<file path="src/rtl/mem_arbiter_pkg.sv">
// Shared constants for the unified-memory arbiter and the I/D cache controllers.
// Block geometry, memory latency and the 2-bit arbiter state encodings live here.
package mem_arbiter_pkg;

  localparam int ADDR_W         = 16;
  localparam int DATA_W         = 16;
  localparam int WORDS          = 8;
  localparam int MEM_LAT        = 4;
  localparam int IDX_W          = $clog2(WORDS);
  localparam int CNT_W          = IDX_W + 1;
  localparam int BLOCK_OFFSET_W = $clog2(2 * WORDS);

  localparam logic [1:0] ST_IDLE    = 2'd0;
  localparam logic [1:0] ST_I_FILL  = 2'd1;
  localparam logic [1:0] ST_D_FILL  = 2'd2;
  localparam logic [1:0] ST_D_WRITE = 2'd3;

  // A block is 2*WORDS bytes, so the base just clears the byte offset within the block.
  function automatic logic [ADDR_W-1:0] blockBase(input logic [ADDR_W-1:0] addr);
    return {addr[ADDR_W-1:BLOCK_OFFSET_W], {BLOCK_OFFSET_W{1'b0}}};
  endfunction

endpackage

</file>
<file path="src/rtl/mem_arbiter_fill_seq.sv">
// Block-fill sequencer: issues WORDS in-order reads from the latched block base and
// counts returning words so the arbiter knows when the last one lands.
module mem_fill_seq
  import mem_arbiter_pkg::*;
(
  input  logic              clk,
  input  logic              rst_n,
  input  logic              i_start,
  input  logic              i_active,
  input  logic              i_valid,
  input  logic [ADDR_W-1:0] i_addr,
  output logic              o_issue_en,
  output logic [ADDR_W-1:0] o_issue_addr,
  output logic [IDX_W-1:0]  o_recv_idx,
  output logic              o_last
);

  logic [CNT_W-1:0]  r_issue_cnt;
  logic [CNT_W-1:0]  r_recv_cnt;
  logic [ADDR_W-1:0] r_base;
  logic              w_issue_en;

  // Counters restart on every grant; issue_cnt stops at WORDS instead of wrapping.
  always_ff @(posedge clk) begin
    if (!rst_n) begin
      r_issue_cnt <= '0;
      r_recv_cnt  <= '0;
      r_base      <= '0;
    end else if (i_start) begin
      r_issue_cnt <= '0;
      r_recv_cnt  <= '0;
      r_base      <= blockBase(i_addr);
    end else if (i_active) begin
      if (w_issue_en) r_issue_cnt <= r_issue_cnt + 1'b1;
      if (i_valid)    r_recv_cnt  <= r_recv_cnt + 1'b1;
    end
  end

  assign w_issue_en   = i_active && (r_issue_cnt < CNT_W'(WORDS));
  assign o_issue_en   = w_issue_en;
  assign o_issue_addr = r_base + {{(ADDR_W-CNT_W-1){1'b0}}, r_issue_cnt, 1'b0};
  assign o_recv_idx   = r_recv_cnt[IDX_W-1:0];
  assign o_last       = i_active && i_valid && (r_recv_cnt == CNT_W'(WORDS-1));

  // Memory answers strictly in order, so data can never outrun the reads already issued.
  assert property (@(posedge clk) disable iff (!rst_n)
                   (i_active && i_valid) |-> (r_recv_cnt < r_issue_cnt));

endmodule

</file>
<file path="src/rtl/mem_arbiter.sv">
// Arbitrates the single pipelined memory between I-cache fills and D-cache fills/stores,
// alternating grants on contention and always running a granted transaction to completion.
module mem_arbiter
  import mem_arbiter_pkg::*;
(
  input  logic              clk,
  input  logic              rst_n,
  input  logic              i_req,
  input  logic [ADDR_W-1:0] i_addr,
  input  logic              d_req,
  input  logic              d_we,
  input  logic [ADDR_W-1:0] d_addr,
  input  logic [DATA_W-1:0] d_wdata,
  output logic              i_busy,
  output logic              d_busy,
  output logic              fill_we,
  output logic [IDX_W-1:0]  fill_idx,
  output logic [DATA_W-1:0] fill_data,
  output logic              i_done,
  output logic              d_done,
  output logic              mem_en,
  output logic              mem_wr,
  output logic [ADDR_W-1:0] mem_addr,
  output logic [DATA_W-1:0] mem_wdata,
  input  logic [DATA_W-1:0] mem_rdata,
  input  logic              mem_data_valid
);

  logic [1:0]        r_state;
  logic              r_last_d;
  logic              w_idle;
  logic              w_grant_d;
  logic              w_grant_i;
  logic              w_start;
  logic              w_fill;
  logic              w_issue_en;
  logic              w_last;
  logic [ADDR_W-1:0] w_start_addr;
  logic [ADDR_W-1:0] w_issue_addr;
  logic [IDX_W-1:0]  w_recv_idx;

  // On contention the side that did not win last time gets the grant.
  assign w_idle       = (r_state == ST_IDLE);
  assign w_grant_d    = w_idle && d_req && (!i_req || !r_last_d);
  assign w_grant_i    = w_idle && i_req && !w_grant_d;
  assign w_start      = w_grant_i || (w_grant_d && !d_we);
  assign w_start_addr = w_grant_d ? d_addr : i_addr;
  assign w_fill       = (r_state == ST_I_FILL) || (r_state == ST_D_FILL);

  mem_fill_seq u_fill_seq (
    .clk          (clk),
    .rst_n        (rst_n),
    .i_start      (w_start),
    .i_active     (w_fill),
    .i_valid      (mem_data_valid),
    .i_addr       (w_start_addr),
    .o_issue_en   (w_issue_en),
    .o_issue_addr (w_issue_addr),
    .o_recv_idx   (w_recv_idx),
    .o_last       (w_last)
  );

  always_ff @(posedge clk) begin
    if (!rst_n) begin
      r_state  <= ST_IDLE;
      r_last_d <= 1'b0;
    end else begin
      case (r_state)
        ST_IDLE: begin
          if (w_grant_d) begin
            r_state  <= d_we ? ST_D_WRITE : ST_D_FILL;
            r_last_d <= 1'b1;
          end else if (w_grant_i) begin
            r_state  <= ST_I_FILL;
            r_last_d <= 1'b0;
          end
        end
        ST_I_FILL, ST_D_FILL: if (w_last) r_state <= ST_IDLE;
        default: r_state <= ST_IDLE;
      endcase
    end
  end

  // Stores complete in their single cycle; fills finish with the last returned word.
  always_comb begin
    i_busy    = (r_state == ST_I_FILL);
    d_busy    = (r_state == ST_D_FILL) || (r_state == ST_D_WRITE);
    fill_we   = w_fill && mem_data_valid;
    fill_idx  = w_fill ? w_recv_idx : '0;
    fill_data = (w_fill && mem_data_valid) ? mem_rdata : '0;
    i_done    = (r_state == ST_I_FILL) && w_last;
    d_done    = ((r_state == ST_D_FILL) && w_last) || (r_state == ST_D_WRITE);
    mem_en    = 1'b0;
    mem_wr    = 1'b0;
    mem_addr  = '0;
    mem_wdata = '0;
    if (r_state == ST_D_WRITE) begin
      mem_en    = 1'b1;
      mem_wr    = 1'b1;
      mem_addr  = d_addr;
      mem_wdata = d_wdata;
    end else if (w_issue_en) begin
      mem_en   = 1'b1;
      mem_addr = w_issue_addr;
    end
  end

endmodule

</file>
<file path="config.mk">
export PLATFORM = sky130hd
export DESIGN_NAME = mem_arbiter
export DESIGN_NICKNAME = d
export VERILOG_FILES = /design/src/rtl/mem_arbiter_pkg.sv /design/src/rtl/mem_arbiter_fill_seq.sv /design/src/rtl/mem_arbiter.sv
export SDC_FILE = /design/constraint.sdc
export NUM_CORES = 1
export LEC_CHECK = 0
export CORE_ASPECT_RATIO = 1.75
export CORE_UTILIZATION = 30
export DETAILED_ROUTE_END_ITERATION = 8
export GPL_TIMING_DRIVEN = 0
export PLACE_DENSITY = 0.82
export SLEW_MARGIN = 10
export SYNTH_ARGS = -nofsm -noshare
export SYNTH_HDL_FRONTEND = slang
export SYNTH_SLANG_ARGS = --single-unit
</file>
<file path="constraint.sdc">
create_clock -name clk -period 2.05 [get_ports clk]
set_clock_uncertainty 0.05 [all_clocks]
set_input_delay 0.5125 -clock clk [delete_from_list [all_inputs] [get_ports clk]]
set_output_delay 0.5125 -clock clk [all_outputs]
set_load 0.05 [all_outputs]
</file>
==> results of run 1 <==
[registers in the layout (all words and copies together), names as in the netlist]
name	flops
u_fill_seq.r_recv_cnt	4
r_state	2
u_fill_seq.r_issue_cnt	4
u_fill_seq.r_base	12
r_last_d	1
[worst paths after layout]
kind	from	end	slack [ns]	cells after the start
min reg2reg	r_last_d	r_last_d	0.46	1
max reg2reg	r_state[0]	r_state[1]	0.20	7
min	r_last_d	r_last_d	0.46	1
max	r_state[0]	mem_addr[11]	-0.30	7
[metal layers]
metal,vias up,GRT usage (%),routed length [um]
met5,-,0,0
li1,1034,-,-
met3,8,3.465,422
met1,998,19.16,2192
met4,0,5.519,98
met2,86,41.68,4049
[Yosys cell counts, types with 2 or more instances]
master,number
a211oi_1,2
a211oi_2,10
a21o_1,3
a21oi_1,13
a22o_1,15
and2_1,23
and3_1,16
and4_1,2
buf_2,2
buf_4,2
buf_6,2
clkbuf_1,10
dfxtp_1,23
ha_1,8
inv_1,3
mux2i_1,14
nand2_1,8
nand3_1,3
nand4_1,6
nor2_1,13
or2_2,2
xnor2_1,9
xor2_1,7
[cells by family (layout without fill, tap and decap cells)]
logic type | Yosys count | count (layout) | synth area share (%)
mux | 15 | 15 | 8.379
simple gates | 81 | 81 | 25.83
xor+xnor | 16 | 16 | 7.757
flops | 23 | 23 | 25.48
compound gates | 47 | 47 | 21.68
buf+inv | 19 | 161 | 5.332
fa+ha+maj | 8 | 8 | 5.540
[power groups by stage]
stage	clock network (W)	logic, W	registers [W]
after floorplan	0	0.00185	0.000661
after global placement	0	0.00254	0.000680
after detailed placement	0	0.00257	0.000686
after CTS	0.000288	0.00301	0.000699
after global routing	0.000310	0.00355	0.000733
final	0.000279	0.00338	0.000712
[timing repair]
action / 4_1_cts / 5_1_grt
cloned: 1 / 0
endpoints found under the setup margin: 58 / 56
hold endpoints to repair: 0 / 0
pin swaps: 13 / 15
setup buffers: 9 / 7
resized for setup: 428 / 77
[through the flow]
step	cell area (um^2)	hold slack [ns]	TNS [ns]	cells
final	3901	0.4578	-6.919	429
after global routing	3901	0.4955	-8.871	429
after CTS	3597	0.4547	-6.585	423
after detailed placement	3296	0.4410	-42.43	410
after global placement	3296	0.4250	-40.72	410
after floorplan	1967	0.4113	-0.1210	209
[layout make-up]
cell class	count	area, um^2
fillers	482	1932
clock inverters	1	5.005
multi-input cells	167	1567
repair buffers	140	1562
plain buffers	14	137.6
inverters	3	16.27
well taps	78	97.59
clock buffers	3	41.29
flip-flops and latches	23	475.5
==> results.ini, run 1 <==
[cts]
htree_levels = 1
cts_sinks = 23
cts.clk_slew.worst_paths_ns = 0.08
cts-hold-fix-buffers = 0
cts-root-buf = clkbuf_8
cts_buffers = 3
cts_buffer_depth = 2
clk_latency_ns = 0.26
cts_tree = done

[power_and_ir_drop]
p_sw_share_pct = 46.37
intPower_w = 0.002342
comb_power_share_pct = 77.3
powerDensity_nw_per_um2 = 1119
leakage_nw = 1.695
p_switching_w = 0.002025
finalPower_w = 0.004366
ir_drop_v = 0.0008268
seq_power_share_pct = 16.3
clkPwrFrac_pct = 6.4

[finish]
final_common_cell = clkdlybuf4s50_1
antenna_cells_inserted = 0
drive_gt1_share_pct = 48.15
finalCoreUtilization_pct = 66.88
num-nets-final = 430
final_cell_mix = clkdlybuf4s50_1, buf_8, buf_6, dfxtp_1, buf_4
syn2layout_area_growth_pct = 115.9

[critical_path]
critPathArrivalTime_ns = 1.79
path_max_fanout = 5
critical_path_required_ns = 1.49
crit_family = flip-flops
startpoint_type = flip-flop
path_cells = inv_4 > ha_4 > nor2b_4 > and2b_4 > buf_12 > a22o_4 > buf_8
max_stage_delay_ns = 0.39
crit_buf_inv = 3
crit_type = reg -> out
cpMaxStageDelayCell = dfxtp_4
cp-end-kind = output pin

[synth]
ys.flop_type = dfxtp_1
ys_seq_elements = 23
synth_edf_count = 0
async_flop_share_pct = 0
synth.area.top_cells = dfxtp_1, and2_1, mux2i_1, a22o_1, a211oi_2
ys_types = 36
synth_area_um2 = 1807
yosysSeqAreaShare_pct = 25.48
synth_fp_nets = 287
synth.avg_cell_area_um2 = 8.645
synth_warnings = 0
synth.top_cell.area_share_pct = 25.48
yosys.area.top_type = dfxtp_1
syn-instance-count = 209

[timing]
finalHoldViolCount = 0
rsz0062_at_grt = true
clock.fmax_mhz = 425.3
finalSetupViolCount = 36
tightest_slew_ns = 0.6882
post-route-min-period_ns = 2.351
maxSlewViolCount = 0
setup_slack_ns = -0.3010
max_slew_margin_pct = 54.12
fin_crit_sh_pct = 114.7

[status]
status = complete, but fails checks
violations = setup timing

[place]
gp_congestion = 0.8429
port_buffers = 123
hpwl_mm = 5.044
place_ws_ns = -0.9979

[floorplan]
die-area_um2 = 6349
start_util_pct = 30.97
die_w_um = 60.67
core-area_um2 = 5833
row_count = 37
ios = 128
die_y_um = 104.7

[routing]
antenna_left = 0
drt_iter0_markers = 33
vias_per_cell = 4.956
first_pass_iters = 6
routedWlPerCell_um = 15.76
vias = 2126
finalWirelength_mm = 6.762
drcViolationCount = 0

[run]
cap_violations = 0

[global_route]
grt_usage_pct = 20.52
grt_overflow = 0
grt_pass1_vias = 2176
grt_pass1_wl_mm = 10.03
grt_max_degree = 14
antenna_found_initial = 0

[min_path]
hold_class = reg -> reg

Note: power is estimated with default switching activity, not from simulation.
==> inputs of run 2 (changes only) <==
Settings changed: ABC_AREA from default to 1, PLACE_DENSITY 0.82 to 0.78.
==> results.ini, run 2 <==
[cts]
cts_buffers = 3
cts_buffer_depth = 2
cts-root-buf = clkbuf_16
clk_latency_ns = 0.26
cts.clk_slew.worst_paths_ns = 0.06
cts_tree = done
htree_levels = 1
cts-hold-fix-buffers = 0
cts_sinks = 23

[routing]
first_pass_iters = 5
routedWlPerCell_um = 12.95
drt_iter0_markers = 153
antenna_left = 0
vias_per_cell = 4.717
vias = 2764
drcViolationCount = 0
finalWirelength_mm = 7.590

[timing]
finalHoldViolCount = 0
tightest_slew_ns = 0.4940
fin_crit_sh_pct = 115.0
finalSetupViolCount = 35
finalSetupTns_ns = -7.246
rsz0062_at_grt = true
post-route-min-period_ns = 2.357
setup_slack_ns = -0.3067
clock.fmax_mhz = 424.3
maxSlewViolCount = 0
max_slew_margin_pct = 67.07
finalHoldWorstSlack_ns = 0.4704

[floorplan]
ios = 128
row_count = 39
die-area_um2 = 7286
die_w_um = 64.96
core-area_um2 = 6636
die_y_um = 112.2
start_util_pct = 31.35

[power_and_ir_drop]
p_sw_share_pct = 49.87
comb_power_share_pct = 77.2
p_switching_w = 0.002548
powerDensity_nw_per_um2 = 1195
clkPwrFrac_pct = 8.4
leakage_nw = 2.110
ir_drop_v = 0.0005741
seq_power_share_pct = 14.4
intPower_w = 0.002561

[critical_path]
path_cells = inv_4 > ha_4 > nand2_4 > nor2_4 > buf_12 > buf_8 > o211ai_1 > o21ai_4 > buf_6
reg2reg_depth = 11
critical_path_required_ns = 1.49
r2r_slack_ns = 0.49
startpoint = r_state[0]
critPathArrivalTime_ns = 1.79
crit_buf_inv = 4
cp.depth = 9
r2r-end = u_fill_seq.r_base[15]
crit_family = buffers and inverters
path_max_fanout = 5
cp-end-kind = output pin
crit_type = reg -> out
rr_startpoint = r_state[0]
endpoint = mem_addr[7]
startpoint_type = flip-flop
cpMaxStageDelayCell = dfxtp_4
max_stage_delay_ns = 0.39

[finish]
final_area_um2 = 4273
syn2layout_area_growth_pct = 105.4
final_cell_mix = nand2_1, clkdlybuf4s50_1, inv_1, buf_6, nand3_1
drive_gt1_share_pct = 35.91
largest_reg_flops = 12
regMostFlops = u_fill_seq.r_base
reg_top3 = u_fill_seq.r_base: 12 flops, u_fill_seq.r_issue_cnt: 4 flops, u_fill_seq.r_recv_cnt: 4 flops
num-nets-final = 583
antenna_cells_inserted = 0
final_common_cell = nand2_1

[synth]
synthTopCellsByCount = nand2_1, inv_1, nor2_1, nand3_1, dfxtp_1
synth.area.top_cells = dfxtp_1, nand2_1, inv_1, nor2_1, nand3_1
syn-instance-count = 355
synth_edf_count = 0
synth_warnings = 0
synth.avg_cell_area_um2 = 5.861
synth_area_um2 = 2081
ys_seq_elements = 23
synth.top_cell.area_share_pct = 22.13
async_flop_share_pct = 0
synth_fp_nets = 433
yosys.area.top_type = dfxtp_1
ys.flop_type = dfxtp_1
yosysMostFrequentCell = nand2_1
yosysSeqAreaShare_pct = 22.13
ys_types = 32

[global_route]
antenna_found_initial = 0
grt_max_degree = 13
grt_overflow = 0
grt_pass1_wl_mm = 11.52
grt_usage_pct = 19.86
grt_pass1_vias = 2673

[status]
status = complete, but fails checks
violations = setup timing

[place]
hpwl_mm = 5.666
gp_congestion = 0.9428
port_buffers = 123
place_area_um2 = 3740

[min_path]
whs_path_depth = 2
min_from = u_fill_seq.r_recv_cnt[0]
hold_class = reg -> reg

[run]
cap_violations = 0

==> run 2: worst min-delay path, cell delays in order, from the launching register on <==
cell and delay, ns:
dfxtp_1 0.34, nand2_1 0.08, a21oi_1 0.05
==> run 2: layout make-up <==
| type | instances | area [um^2] |
|---|---|---|
| Clock buffer | 4 | 78.83 |
| Tap cell | 82 | 102.6 |
| Timing Repair Buffer | 147 | 1549 |
| Fill cell | 572 | 2364 |
| Inverter | 68 | 267.8 |
| Multi-Input combinational cell | 250 | 1624 |
| Sequential cell | 23 | 467.9 |
| Buffer | 12 | 182.7 |
==> run 2: what timing repair did <==
item / in CTS / in global routing
setup buffers: 12 / 8
cloned: 3 / 2
setup endpoints to repair: 58 / 56
gates resized for setup: 402 / 48
pin swaps: 7 / 4
==> run 2: worst min-delay path by stage <==
stage               slack, ns                        end
floorplan                0.42  u_fill_seq.r_issue_cnt[1]
global placement         0.44   u_fill_seq.r_recv_cnt[0]
detailed placement       0.46   u_fill_seq.r_recv_cnt[0]
CTS                      0.47   u_fill_seq.r_recv_cnt[0]
global route             0.49   u_fill_seq.r_recv_cnt[0]
finish                   0.47   u_fill_seq.r_recv_cnt[0]
==> run 2: metal layers <==
layer  track usage, %  part of all wire (%)
met1            17.97                    33
met2            41.60                    58
met3            3.150                   5.8
met4            6.370                   2.6
met5                0                     0
==> run 2: kinds of logic after synthesis <==
logic type	share of synthesized area (%)
DFF	22.13
adders and majority gates	4.811
xor gates and xnor gates	1.263
AOI/OAI and AO/OA	9.321
and+or+nand+nor	44.62
buffers and inverters	17.86
==> run 2: power by group through the flow <==
| stage | Sequential (W) | Clock [W] | Combinational [W] |
|---|---|---|---|
| after floorplan | 0.000693 | 0 | 0.00231 |
| after global placement | 0.000721 | 0 | 0.00310 |
| after detailed placement | 0.000729 | 0 | 0.00313 |
| after CTS | 0.000729 | 0.000433 | 0.00374 |
| after global routing | 0.000750 | 0.000449 | 0.00417 |
| final | 0.000734 | 0.000428 | 0.00395 |
==> run 2: through the flow <==
step	util [%]	total power, W	std cells	setup slack [ns]
global placement	56.35	0.003825	560	-0.9039
detailed placement	56.35	0.003863	560	-0.9007
floorplan	-	0.003005	355	-0.02307
finish	64.39	0.005108	586	-0.3067
global route	64.39	0.005368	586	-0.3681
CTS	60.99	0.004905	578	-0.3120
==> inputs of run 3 (changes only) <==
Settings changed: MAX_ROUTING_LAYER from default to met4.
==> results.ini, run 3 (synthesized netlist as in run 2, its figures left out) <==
[place]
port_buffers = 123
place_ws_ns = -0.9139
dp_cells = 560
hpwl_mm = 5.769
gp_congestion = 0.9505

[timing]
rsz0062_at_grt = true
finalSetupViolCount = 53
maxSlewViolCount = 0
tightest_slew_ns = 0.4869
fin_crit_sh_pct = 116.0
clock.fmax_mhz = 420.6
post-route-min-period_ns = 2.377
max_slew_margin_pct = 67.67
setup_slack_ns = -0.3274
finalHoldViolCount = 0
finalHoldWorstSlack_ns = 0.4606

[power_and_ir_drop]
finalPower_w = 0.005110
comb_power_share_pct = 77.5
powerDensity_nw_per_um2 = 1178
p_switching_w = 0.002541
clkPwrFrac_pct = 8.3
leakage_nw = 2.138
seq_power_share_pct = 14.2
intPower_w = 0.002569
p_sw_share_pct = 49.72
ir_drop_v = 0.0006549

[floorplan]
ios = 128
die-area_um2 = 7286
start_util_pct = 31.35
die_w_um = 64.96
core-area_um2 = 6636
row_count = 39
die_y_um = 112.2

[cts]
cts-hold-fix-buffers = 0
cts-root-buf = clkbuf_16
cts_buffers = 3
cts_tree = done
htree_levels = 1
cts_sinks = 23
clk_latency_ns = 0.25
cts_buffer_depth = 2
cts.clk_slew.worst_paths_ns = 0.06

[finish]
fill_cells = 549
largest_reg_flops = 12
fin_cells = 596
drive_gt1_share_pct = 39.30
final_common_cell = nand2_1
num-nets-final = 593
final_cell_mix = nand2_1, clkdlybuf4s50_1, inv_1, buf_6, nor2_2
syn2layout_area_growth_pct = 108.4
reg_top3 = u_fill_seq.r_base: 12 flops, u_fill_seq.r_issue_cnt: 4 flops, u_fill_seq.r_recv_cnt: 4 flops
regMostFlops = u_fill_seq.r_base
antenna_cells_inserted = 0

[global_route]
grt_pass1_vias = 2778
grt_max_degree = 13
grt_usage_pct = 21.29
grt.met3_usage_pct = 2.744
met1_usage_pct = 18.98
use_met2_pct = 43.13
top_usage_layer = met2
grt_overflow = 0
grt_pass1_wl_mm = 12.01
antenna_found_initial = 0

[critical_path]
critPathArrivalTime_ns = 1.81
cpMaxStageDelayCell = dfxtp_4
cp-end-kind = output pin
critical_path_required_ns = 1.49
startpoint_type = flip-flop
path_cells = inv_4 > ha_4 > nand2_4 > nor2_4 > buf_12 > buf_8 > o211ai_1 > o21ai_4 > buf_6
max_stage_delay_ns = 0.37
crit_type = reg -> out
path_max_fanout = 5

[routing]
vias_per_cell = 4.688
drt_iter0_markers = 118
vias = 2794
drcViolationCount = 0
first_pass_iters = 6
routedWlPerCell_um = 12.78
antenna_left = 0
finalWirelength_mm = 7.618

[min_path]
hold_class = reg -> reg

[status]
status = complete, but fails checks
violations = setup timing

[run]
cap_violations = 0

==> run 3: cell count changes in the layout (fill, tap and decap cells not counted), sizes merged <==
cell / before / now
clkinvlp: 1 / 0
buf: 89 / 99
inv: 66 / 67
==> run 3: worst max-delay path: cells and delay by family (launching register included) <==
kind	cells	cell delay, ns
flops	1	0.37
fa+ha+maj	1	0.30
compound gates	2	0.22
buf+inv	4	0.44
simple gates	2	0.23
==> run 3: path summary, 6_finish.rpt <==
path / from / end / slack, ns / depth (start not counted)
setup / recovery: r_state[0] / mem_addr[7] / -0.33 / 9
hold / removal: r_state[1] / r_state[1] / 0.46 / 2
setup reg to reg: r_state[0] / r_state[1] / 0.40 / 9
hold reg to reg: r_state[1] / r_state[1] / 0.46 / 2
==> run 3: layout make-up <==
class,count,area (um^2),area share [%]
Timing Repair Buffer,156,1617,37.28
Sequential cell,23,467.9,10.79
Multi-Input combinational cell,250,1627,37.51
Buffer,13,180.2,4.155
Tap cell,82,102.6,2.366
Inverter,68,264.0,6.088
Clock buffer,4,78.83,1.818
==> run 3: routing by layer <==
metal	share of wire, %	wire length (um)
met2	59	4495
met4	2.6	196
met1	33	2497
met3	5.6	429
met5	0	0
==> run 3: what timing repair did <==
item,CTS,global route
gates cloned,1,1
setup buffers,19,13
hold endpoints to repair,0,0
pin swaps,9,8
resized for setup,427,29
endpoints found under the setup margin,58,46
==> run 3: power groups by stage <==
stage | Combinational, W | Sequential (W) | Clock (W)
final | 0.00396 | 0.000726 | 0.000423
after global routing | 0.00419 | 0.000740 | 0.000447
after global placement | 0.00310 | 0.000721 | 0
after detailed placement | 0.00313 | 0.000726 | 0
after floorplan | 0.00231 | 0.000693 | 0
after CTS | 0.00380 | 0.000726 | 0.000436
==> run 3: through the flow <==
step | setup TNS [ns] | instance area [um^2] | util, %
final | -7.432 | 4337 | 65.35
after global routing | -10.13 | 4337 | 65.35
after CTS | -6.792 | 4174 | 62.90
after detailed placement | -36.86 | 3740 | 56.35
after global placement | -36.29 | 3740 | 56.35
after floorplan | -0.04615 | 2406 | -
